--- config.mk ---
export PLATFORM = sky130hd
export DESIGN_NAME = model_trainer_differentiation_stream
export DESIGN_NICKNAME = d
export VERILOG_FILES = /design/src/rtl/model_trainer_differentiation_stream.sv
export SDC_FILE = /design/constraint.sdc
export NUM_CORES = 2
export LEC_CHECK = 0
export BUFFER_PORTS_ARGS = -buffer_cell sky130_fd_sc_hd__buf_2
export CAP_MARGIN = 25
export CELL_PAD_IN_SITES_DETAIL_PLACEMENT = 1
export CELL_PAD_IN_SITES_GLOBAL_PLACEMENT = 2
export CORE_MARGIN = 4
export CORE_UTILIZATION = 42
export CTS_CLUSTER_DIAMETER = 150
export CTS_CLUSTER_SIZE = 10
export DETAILED_ROUTE_END_ITERATION = 8
export PLACE_DENSITY_LB_ADDON = 0.1
export SLEW_MARGIN = 15
export SYNTH_ARGS = -nofsm -noshare
export SYNTH_HDL_FRONTEND = slang
export SYNTH_SLANG_ARGS = --single-unit
export TNS_END_PERCENT = 30
--- constraint.sdc ---
create_clock -name CLK -period 7 [get_ports CLK]
set_input_delay 0.35 -clock CLK [delete_from_list [all_inputs] [get_ports CLK]]
set_output_delay 0.35 -clock CLK [all_outputs]
set_load 0.1 [all_outputs]
--- src/rtl/model_trainer_differentiation_stream.sv ---
// Streaming backward-difference engine: emits (x[t][i] - x[t-1][i]) >>> SHIFT per element,
// saturated to DATA_SIZE bits, with a selectable policy for the first time-step.
module model_trainer_differentiation_stream #(
    parameter int DATA_SIZE    = 64,
    parameter int CONTROL_SIZE = 4,
    parameter int SIZE_MAX     = 64
) (
    input  logic                    CLK,
    input  logic                    RST,
    input  logic                    START,
    output logic                    READY,
    input  logic                    MODE_IN,
    input  logic [CONTROL_SIZE-1:0] SHIFT_IN,
    input  logic [DATA_SIZE-1:0]    SIZE_IN,
    input  logic [DATA_SIZE-1:0]    LENGTH_IN,
    output logic                    DATA_ENABLE,
    input  logic                    DATA_IN_ENABLE,
    input  logic [DATA_SIZE-1:0]    DATA_IN,
    output logic                    DATA_OUT_ENABLE,
    output logic [DATA_SIZE-1:0]    DATA_OUT,
    output logic [DATA_SIZE-1:0]    INDEX_I_OUT,
    output logic [DATA_SIZE-1:0]    INDEX_T_OUT
);

    localparam int ADDR_W = (SIZE_MAX > 1) ? $clog2(SIZE_MAX) : 1;
    localparam logic [DATA_SIZE-1:0] SIZE_MAX_V = DATA_SIZE'(SIZE_MAX);
    localparam logic [DATA_SIZE-1:0] ZERO_V     = {DATA_SIZE{1'b0}};
    localparam logic [DATA_SIZE-1:0] ONE_V      = {{(DATA_SIZE-1){1'b0}}, 1'b1};

    typedef enum logic [1:0] {
        IDLE = 2'd0,
        RUN  = 2'd1,
        DONE = 2'd2
    } state_t;

    state_t                       state_r, next_state_s;
    logic [DATA_SIZE-1:0]         size_r, length_r, i_r, t_r;
    logic                         mode_r;
    logic [CONTROL_SIZE-1:0]      shift_r;
    logic [DATA_SIZE-1:0]         buffer_r [SIZE_MAX];
    logic                         ready_r, data_enable_r, out_enable_r;
    logic [DATA_SIZE-1:0]         data_out_r, index_i_r, index_t_r;

    logic                         transfer_s, last_i_s, last_t_s;
    logic [DATA_SIZE-1:0]         size_clamped_s, prev_s, result_s;
    logic signed [DATA_SIZE:0]    diff_s, shifted_s;

    // Clamp a (DATA_SIZE+1)-bit difference into the signed DATA_SIZE range.
    function automatic logic [DATA_SIZE-1:0] saturate(input logic [DATA_SIZE:0] v);
        if (v[DATA_SIZE] != v[DATA_SIZE-1]) begin
            saturate = v[DATA_SIZE] ? {1'b1, {(DATA_SIZE-1){1'b0}}}
                                    : {1'b0, {(DATA_SIZE-1){1'b1}}};
        end else begin
            saturate = v[DATA_SIZE-1:0];
        end
    endfunction

    // Datapath: element difference, scaling, saturation and t=0 policy.
    always_comb begin
        transfer_s     = DATA_IN_ENABLE && (state_r == RUN);
        size_clamped_s = (SIZE_IN > SIZE_MAX_V) ? SIZE_MAX_V : SIZE_IN;
        last_i_s       = (i_r == size_r - ONE_V);
        last_t_s       = (t_r == length_r - ONE_V);
        prev_s         = buffer_r[i_r[ADDR_W-1:0]];
        diff_s         = $signed({DATA_IN[DATA_SIZE-1], DATA_IN}) - $signed({prev_s[DATA_SIZE-1], prev_s});
        shifted_s      = diff_s >>> shift_r;
        if (t_r == ZERO_V) begin
            result_s = mode_r ? DATA_IN : ZERO_V;
        end else begin
            result_s = saturate(shifted_s);
        end
    end

    // Next-state logic; empty runs skip straight to DONE so READY still pulses.
    always_comb begin
        next_state_s = state_r;
        case (state_r)
            IDLE: begin
                if (START) begin
                    if ((size_clamped_s == ZERO_V) || (LENGTH_IN == ZERO_V)) begin
                        next_state_s = DONE;
                    end else begin
                        next_state_s = RUN;
                    end
                end else begin
                    next_state_s = IDLE;
                end
            end
            RUN: begin
                if (transfer_s && last_i_s && last_t_s) begin
                    next_state_s = DONE;
                end else begin
                    next_state_s = RUN;
                end
            end
            DONE:    next_state_s = IDLE;
            default: next_state_s = IDLE;
        endcase
    end

    // State, run configuration, counters and registered outputs.
    always_ff @(posedge CLK or negedge RST) begin
        if (!RST) begin
            state_r       <= IDLE;
            size_r        <= ZERO_V;
            length_r      <= ZERO_V;
            mode_r        <= 1'b0;
            shift_r       <= {CONTROL_SIZE{1'b0}};
            i_r           <= ZERO_V;
            t_r           <= ZERO_V;
            ready_r       <= 1'b0;
            data_enable_r <= 1'b0;
            out_enable_r  <= 1'b0;
            data_out_r    <= ZERO_V;
            index_i_r     <= ZERO_V;
            index_t_r     <= ZERO_V;
        end else begin
            state_r       <= next_state_s;
            ready_r       <= (next_state_s == DONE);
            data_enable_r <= (next_state_s == RUN);
            out_enable_r  <= transfer_s;
            if ((state_r == IDLE) && START) begin
                size_r   <= size_clamped_s;
                length_r <= LENGTH_IN;
                mode_r   <= MODE_IN;
                shift_r  <= SHIFT_IN;
                i_r      <= ZERO_V;
                t_r      <= ZERO_V;
            end else if (transfer_s) begin
                data_out_r <= result_s;
                index_i_r  <= i_r;
                index_t_r  <= t_r;
                if (last_i_s) begin
                    i_r <= ZERO_V;
                    t_r <= t_r + ONE_V;
                end else begin
                    i_r <= i_r + ONE_V;
                end
            end
        end
    end

    // Previous-vector buffer; every entry is written at t=0 before it is ever read.
    always_ff @(posedge CLK) begin
        if (transfer_s) begin
            buffer_r[i_r[ADDR_W-1:0]] <= DATA_IN;
        end
    end

    assign READY           = ready_r;
    assign DATA_ENABLE     = data_enable_r;
    assign DATA_OUT_ENABLE = out_enable_r;
    assign DATA_OUT        = data_out_r;
    assign INDEX_I_OUT     = index_i_r;
    assign INDEX_T_OUT     = index_t_r;

endmodule

== Yosys cells after proc, flatten, opt, wreduce, memory -nomap -nowiden ==
Memories as Yosys holds them, arrays and structs flattened.
Cells that the tools add are included.

* Register bits after elaboration: 458
* Word-level logic and storage cells: 58
* Memories kept: 1
* Output and inout bits: 195
* Memory bits (writable): 4096
* Input port bits: 201

* Bitwise logic cells: 1
* Add/subtract/negate cells: 5
* Multiplexer cells: 17
* Shift operators: 1
* Equality and inequality tests: 6
* Magnitude comparators: 1
* Reduce and logical (&&, ||, !) cells: 13

{| class="wikitable"
|+ Memory list
! memory !! words !! width !! read ports !! clocked after memory_dff !! write ports !! line !! source
|-
| buffer_r || 64 || 64 || 1 || 0 || 1 || 40 || <nowiki>logic [DATA_SIZE-1:0] buffer_r [SIZE_MAX];</nowiki>
|}

{| class="wikitable"
|+ Operator list
! cell !! count
|-
| 64-bit two-way mux || 11
|-
| 64-bit zero test || 3
|-
| 64-bit by 1-bit adder with 64-bit output, second input constant || 2
|-
| 64-bit equality test || 2
|-
| 64-bit by 1-bit subtractor with 64-bit output, second input constant || 2
|-
| 65-bit by 4-bit >>> shifter with 65-bit output || 1
|-
| 64-bit by 64-bit subtractor with 65-bit output || 1
|-
| 64-bit by 7-bit greater-than comparator with 1-bit output, second input constant || 1
|-
| 2-bit two-way mux || 3
|-
| 2-bit by 1-bit equality test with 1-bit output, second input constant || 2
|-
| 1-bit logical AND || 4
|-
| 2-bit case mux with 2 select lines || 1
|-
| 2-bit AND reduction || 2
|-
| 2-bit nonzero test || 2
|-
| 2-bit equality test, second input constant || 1
|-
| 2-bit zero test || 1
|-
| 1-bit two-way mux || 2
|-
| 1-bit logical OR || 1
|-
| 1-bit inequality test || 1
|-
| 1-bit NOT || 1
|}

== Depth between registers and ports, before layout ==
* Word-level depth: 8
* Mapped depth: 26
* Gate-level depth less buffers: 19

== Least setup slack after synthesis ==
OpenSTA, ideal clock, no wires.

* Kind: reg2reg
* From: register i_r[2]
* To: register data_out_r[27], in the netlist DATA_OUT[27]
* Required time: 6.863 ns
* Cell stages (with the launch flop): 24
* Period minus slack after synthesis: 6.490 ns
* Slack: 0.510 ns
* Arrival time: 6.353 ns
* Buffers on the path: 7
* Library setup time: 0.137 ns
* Cell sequence: dfrtp_1 > clkbuf_1 > clkbuf_1 > nor3b_1 > clkbuf_1 > clkbuf_1 > buf_1 > buf_1 > a22oi_1 > a31oi_1 > a21oi_1 > and3_1 > ha_1 > clkbuf_1 > nand2_1 > nor4_1 > a221oi_1 > a2111oi_0 > o21ba_2 > nor2_1 > mux4_2 > mux2_2 > a2111oi_0 > nor3_1

* Cells in the longest elaborated chain, start to end: 6
* Elaborated cells on any way between the ends: 7
* Those cells by class: add/sub (1); eq/ne (1); shift (1); mux (3); memory (1)

{| class="wikitable"
|+ RTL lines
! what !! line !! source
|-
| start: declaration || 37 || <nowiki>logic [DATA_SIZE-1:0] size_r, length_r, i_r, t_r;</nowiki>
|-
| start signal: assignment || 137 || <nowiki>i_r <= i_r + ONE_V;</nowiki>
|-
| memory 64 x 64 bit (*) || n/a ||
|-
| 64-bit by 64-bit subtractor with 65-bit output (*) || 65 || <nowiki>diff_s = $signed({DATA_IN[DATA_SIZE-1], DATA_IN}) - $signed({prev_s[DATA_SIZE-1], prev_s});</nowiki>
|-
| 65-bit by 4-bit >>> shifter with 65-bit output (*) || 66 || <nowiki>shifted_s = diff_s >>> shift_r;</nowiki>
|-
| 64-bit two-way mux / 1-bit inequality test (equally long branches) || 51, 50 ||
|-
| 64-bit two-way mux (*) || 50 || <nowiki>if (v[DATA_SIZE] != v[DATA_SIZE-1]) begin</nowiki>
|-
| 64-bit two-way mux (*) || 67 || <nowiki>if (t_r == ZERO_V) begin</nowiki>
|-
| end signal: assignment || 130 || <nowiki>data_out_r <= result_s;</nowiki>
|-
| end: declaration || 42 || <nowiki>logic [DATA_SIZE-1:0] data_out_r, index_i_r, index_t_r;</nowiki>
|}

Every way passes the cells marked *; elsewhere a longest branch is shown, timed or not.
A chain may end at the register's enable or synchronous reset.

== Worst setup path in the final report ==
* From: register i_r[2]
* To: register data_out_r[43], in the netlist DATA_OUT[43]

Same word-level chain as after synthesis.

==> reports/metrics.cfg <==
[critical_path]
cp.required_ps = 7950
r2r_end = DATA_OUT[43]$_DFFE_PN0P_
r2r_cells = 25
worstSetupPathType = reg -> reg
cp_slowest_stage_delay_ps = 670
cp_max_fo = 13
crit_arrival_ps = 7860
worst-r2r-setup-slack_ps = 90
start_kind = flip-flop
startpoint = i_r[2]$_DFFE_PN0P_
cpMostUsedCell = buf_4
slowest_stage = or4_1
worst_setup_path_end_kind = flip-flop
worstReg2RegStart = i_r[2]$_DFFE_PN0P_

[cts]
cts_buffers = 526
insertion_delay_ps = 1050
clk_path_buf_depth = 4
h-tree-depth = 6
cts_num_sinks = 4554
cts_tree = done
clk_pin_slew_worst_paths_ps = 70
clk_root_buffer_cell = clkbuf_16

[timing]
worst_pin_slew_ps = 1190
slew_viol_final = 0
maxSlewHeadroom = 0.208
worst_slack_ps = 93.0
final_hold_viol_count = 0
fin_hold_ws_ps = 10.6
max_freq_ghz = 0.145
fin_crit_ps = 6910
fin_crit_sh = 0.987
setup_viol = 0
fin_worst_skew_ps = 50.7

[drt]
drt_iter0_drc = 18406
via_per_inst = 6.69
drc = 0
firstDrtPassIters = 7
route.vias.total = 126946
routed_wl_um = 801000
antenna_left = 0
wire_per_inst_um = 42.3

[die]
start_util = 0.421
die_h_um = 663
coreArea_um2 = 427000
ioPinCount = 396
die_w_um = 663
die_area_um2 = 439000
num_rows = 240

[power]
p_per_area_nw_per_um2 = 398
switching_share = 0.360
ir_drop_mv = 0.371
p_sw_mw = 30.5
leakagePower_nw = 71.5
clockPowerShare = 0.288
p_seq_frac = 0.367
internal-power_mw = 54.3
combPwrFrac = 0.345

[logic_synthesis]
synth_area_leaders = edfxtp_1 68%, dfrtp_1 6.4%, a22oi_1 5.4%, a22o_1 2.0%, a221oi_1 1.9%
synth_nets = 12059
synth_flop_cell = edfxtp_1
synthSimpleGateAreaFrac = 0.0665
synthAdderAreaFrac = 0.00491
ys_warn_count = 0
synth_top_area_cell = edfxtp_1
synth-edff-count = 4096
synthMuxAreaShare = 0.00964
ys_seq_elements = 4554
synth_top_family_by_area = compound AO/OA/AOI/OAI gates
synth_area_um2 = 180000
synth-compound-area-share = 0.141
synthDistinctLibCells = 89
ys_seq_area_frac = 0.747
avgSynthCellArea_um2 = 15.3
syn_inst = 11788
synthArstFlopShare = 0.101
synth_top_cell_area_share = 0.683
synth_xor_area_frac = 0.0127

[hold_path]
min_path_type = in -> async

[layout]
mostFrequentLayoutCell = edfxtp_1
syn_to_final_growth_pct = 18.5
final_cell_mix = 4096 x edfxtp_1, 1295 x a22oi_1, 964 x buf_4, 894 x nand2_1, 539 x clkbuf_16
seq_area_um2 = 134000
final_layout_size_suffix_gt1_frac = 0.178
multi_input_comb_area_um2 = 43200
final_area_um2 = 213000
fin_nets = 13440
n_fill_cell = 40753

[global_route]
grt_antenna_before_repair = 59
grt_pass1_wl_um = 1090000
grt_overflow = 0
grt_max_degree = 136
grtUsageTotal = 0.356
grt_pass1_vias = 127199

[place]
place_hpwl_um = 497000
io_buffers = 395
place_ws_ps = -451
place_congestion = 0.928
place_area_um2 = 198000

[run]
maxCapViolCount = 0

[status]
outcome = finished clean

[critical path: cells and delay by family, from the launching register on]
| kind | cells | cell delay [ps] |
|---|---|---|
| simple gates | 7 | 2430 |
| compound gates | 10 | 2270 |
| buf+inv | 7 | 1470 |
| flops | 1 | 420 |
| fa+ha+maj | 1 | 160 |
[power by group through the flow]
| stage | Combinational (mW) | Sequential (mW) | Clock [mW] |
|---|---|---|---|
| 2_1_floorplan | 11.9 | 32.9 | 0 |
| 3_3_place_gp | 28.3 | 31.6 | 0 |
| 3_5_place_dp | 28.4 | 31.6 | 0 |
| 4_1_cts | 28.6 | 31.1 | 24.7 |
| 5_1_grt | 30.5 | 31.1 | 25.8 |
| 6_report | 29.3 | 31.1 | 24.5 |
[worst max path at each step]
stage               cells past startpoint  slack (ps)                        to
detailed placement                     24        -450  DATA_OUT[34]$_DFFE_PN0P_
global placement                       25        -420  DATA_OUT[34]$_DFFE_PN0P_
global route                           25         -20  DATA_OUT[55]$_DFFE_PN0P_
floorplan                              23         510  DATA_OUT[27]$_DFFE_PN0P_
CTS                                    26           8  DATA_OUT[27]$_DFFE_PN0P_
finish                                 25          90  DATA_OUT[43]$_DFFE_PN0P_
[flip-flops by register name, summed over array words and instances, names as in the netlist, 2 cells and up]
| name | flops |
|---|---|
| INDEX_I_OUT | 64 |
| state_r | 2 |
| INDEX_T_OUT | 64 |
| buffer_r | 4096 |
| t_r | 64 |
| size_r | 64 |
| i_r | 64 |
| length_r | 64 |
| DATA_OUT | 64 |
| shift_r | 4 |
[per-stage QoR]
step | utilization | power, mW | cells | setup TNS [ps]
2_1_floorplan | - | 44.8 | 11788 | 0
3_3_place_gp | 0.462 | 59.9 | 18196 | -8370
3_5_place_dp | 0.463 | 60.1 | 18209 | -3840
4_1_cts | 0.499 | 84.4 | 18939 | 0
5_1_grt | 0.499 | 87.4 | 18946 | -16.4
6_report | 0.499 | 84.8 | 18968 | 0
[Yosys cell counts, types with 24 or more instances]
library cell / number
xnor2_1: 168
o21ai_0: 241
nand2b_1: 42
a2111oi_0: 24
a221oi_1: 400
o31ai_1: 24
inv_1: 66
and4_1: 24
edfxtp_1: 4096
ha_1: 69
nor3_1: 135
a21o_1: 30
a22o_1: 407
a31oi_1: 426
mux2i_1: 98
a211o_1: 25
or4_1: 66
or3_1: 54
clkbuf_1: 629
o21a_1: 25
nand4_1: 232
a21oi_1: 329
dfrtp_1: 458
xor2_1: 94
and2_1: 68
nand2_1: 896
buf_1: 165
a211oi_1: 37
mux4_2: 25
a22oi_1: 1296
o211ai_1: 58
nor2_1: 345
and3_1: 122
nor4_1: 182
nand3_1: 155
[cell families (layout without fill, tap and decap cells)]
group                    Yosys count  in the layout
AND/OR/NAND/NOR                 2415           2415
adder cells (fa/ha/maj)           70             70
other                              0             24
buffers and inverters            871           2340
AO/OA/AOI/OAI                   3476           3476
XOR/XNOR                         262            262
flip-flops                      4554           4554
multiplexers                     140            140
[area by class of cell]
class / instances / area share
sequential: 4554 / 0.630
clock inverter: 42 / 0.00257
clock buffer: 574 / 0.0639
timing repair buffer: 1657 / 0.0660
multi-input combinational: 6363 / 0.202
antenna: 24 / 0.000282
tap: 5687 / 0.0334
inverter: 67 / 0.00123
[what timing repair did]
action	in CTS	in global routing
endpoints found under the setup margin	37	59
resized for setup	17	46
hold endpoints to repair	584	0
pin swaps	1	3
hold buffers	113	0
buffers inserted	1	5
[per-layer routing]
layer | vias up | wire length, µm | track usage
met1 | 67248 | 311000 | 0.475
met5 | - | 506 | 0
met2 | 7502 | 371000 | 0.564
met3 | 1583 | 76700 | 0.0754
met4 | 36 | 42000 | 0.158
li1 | 50577 | - | -
Power figures use the tool's default switching activity.
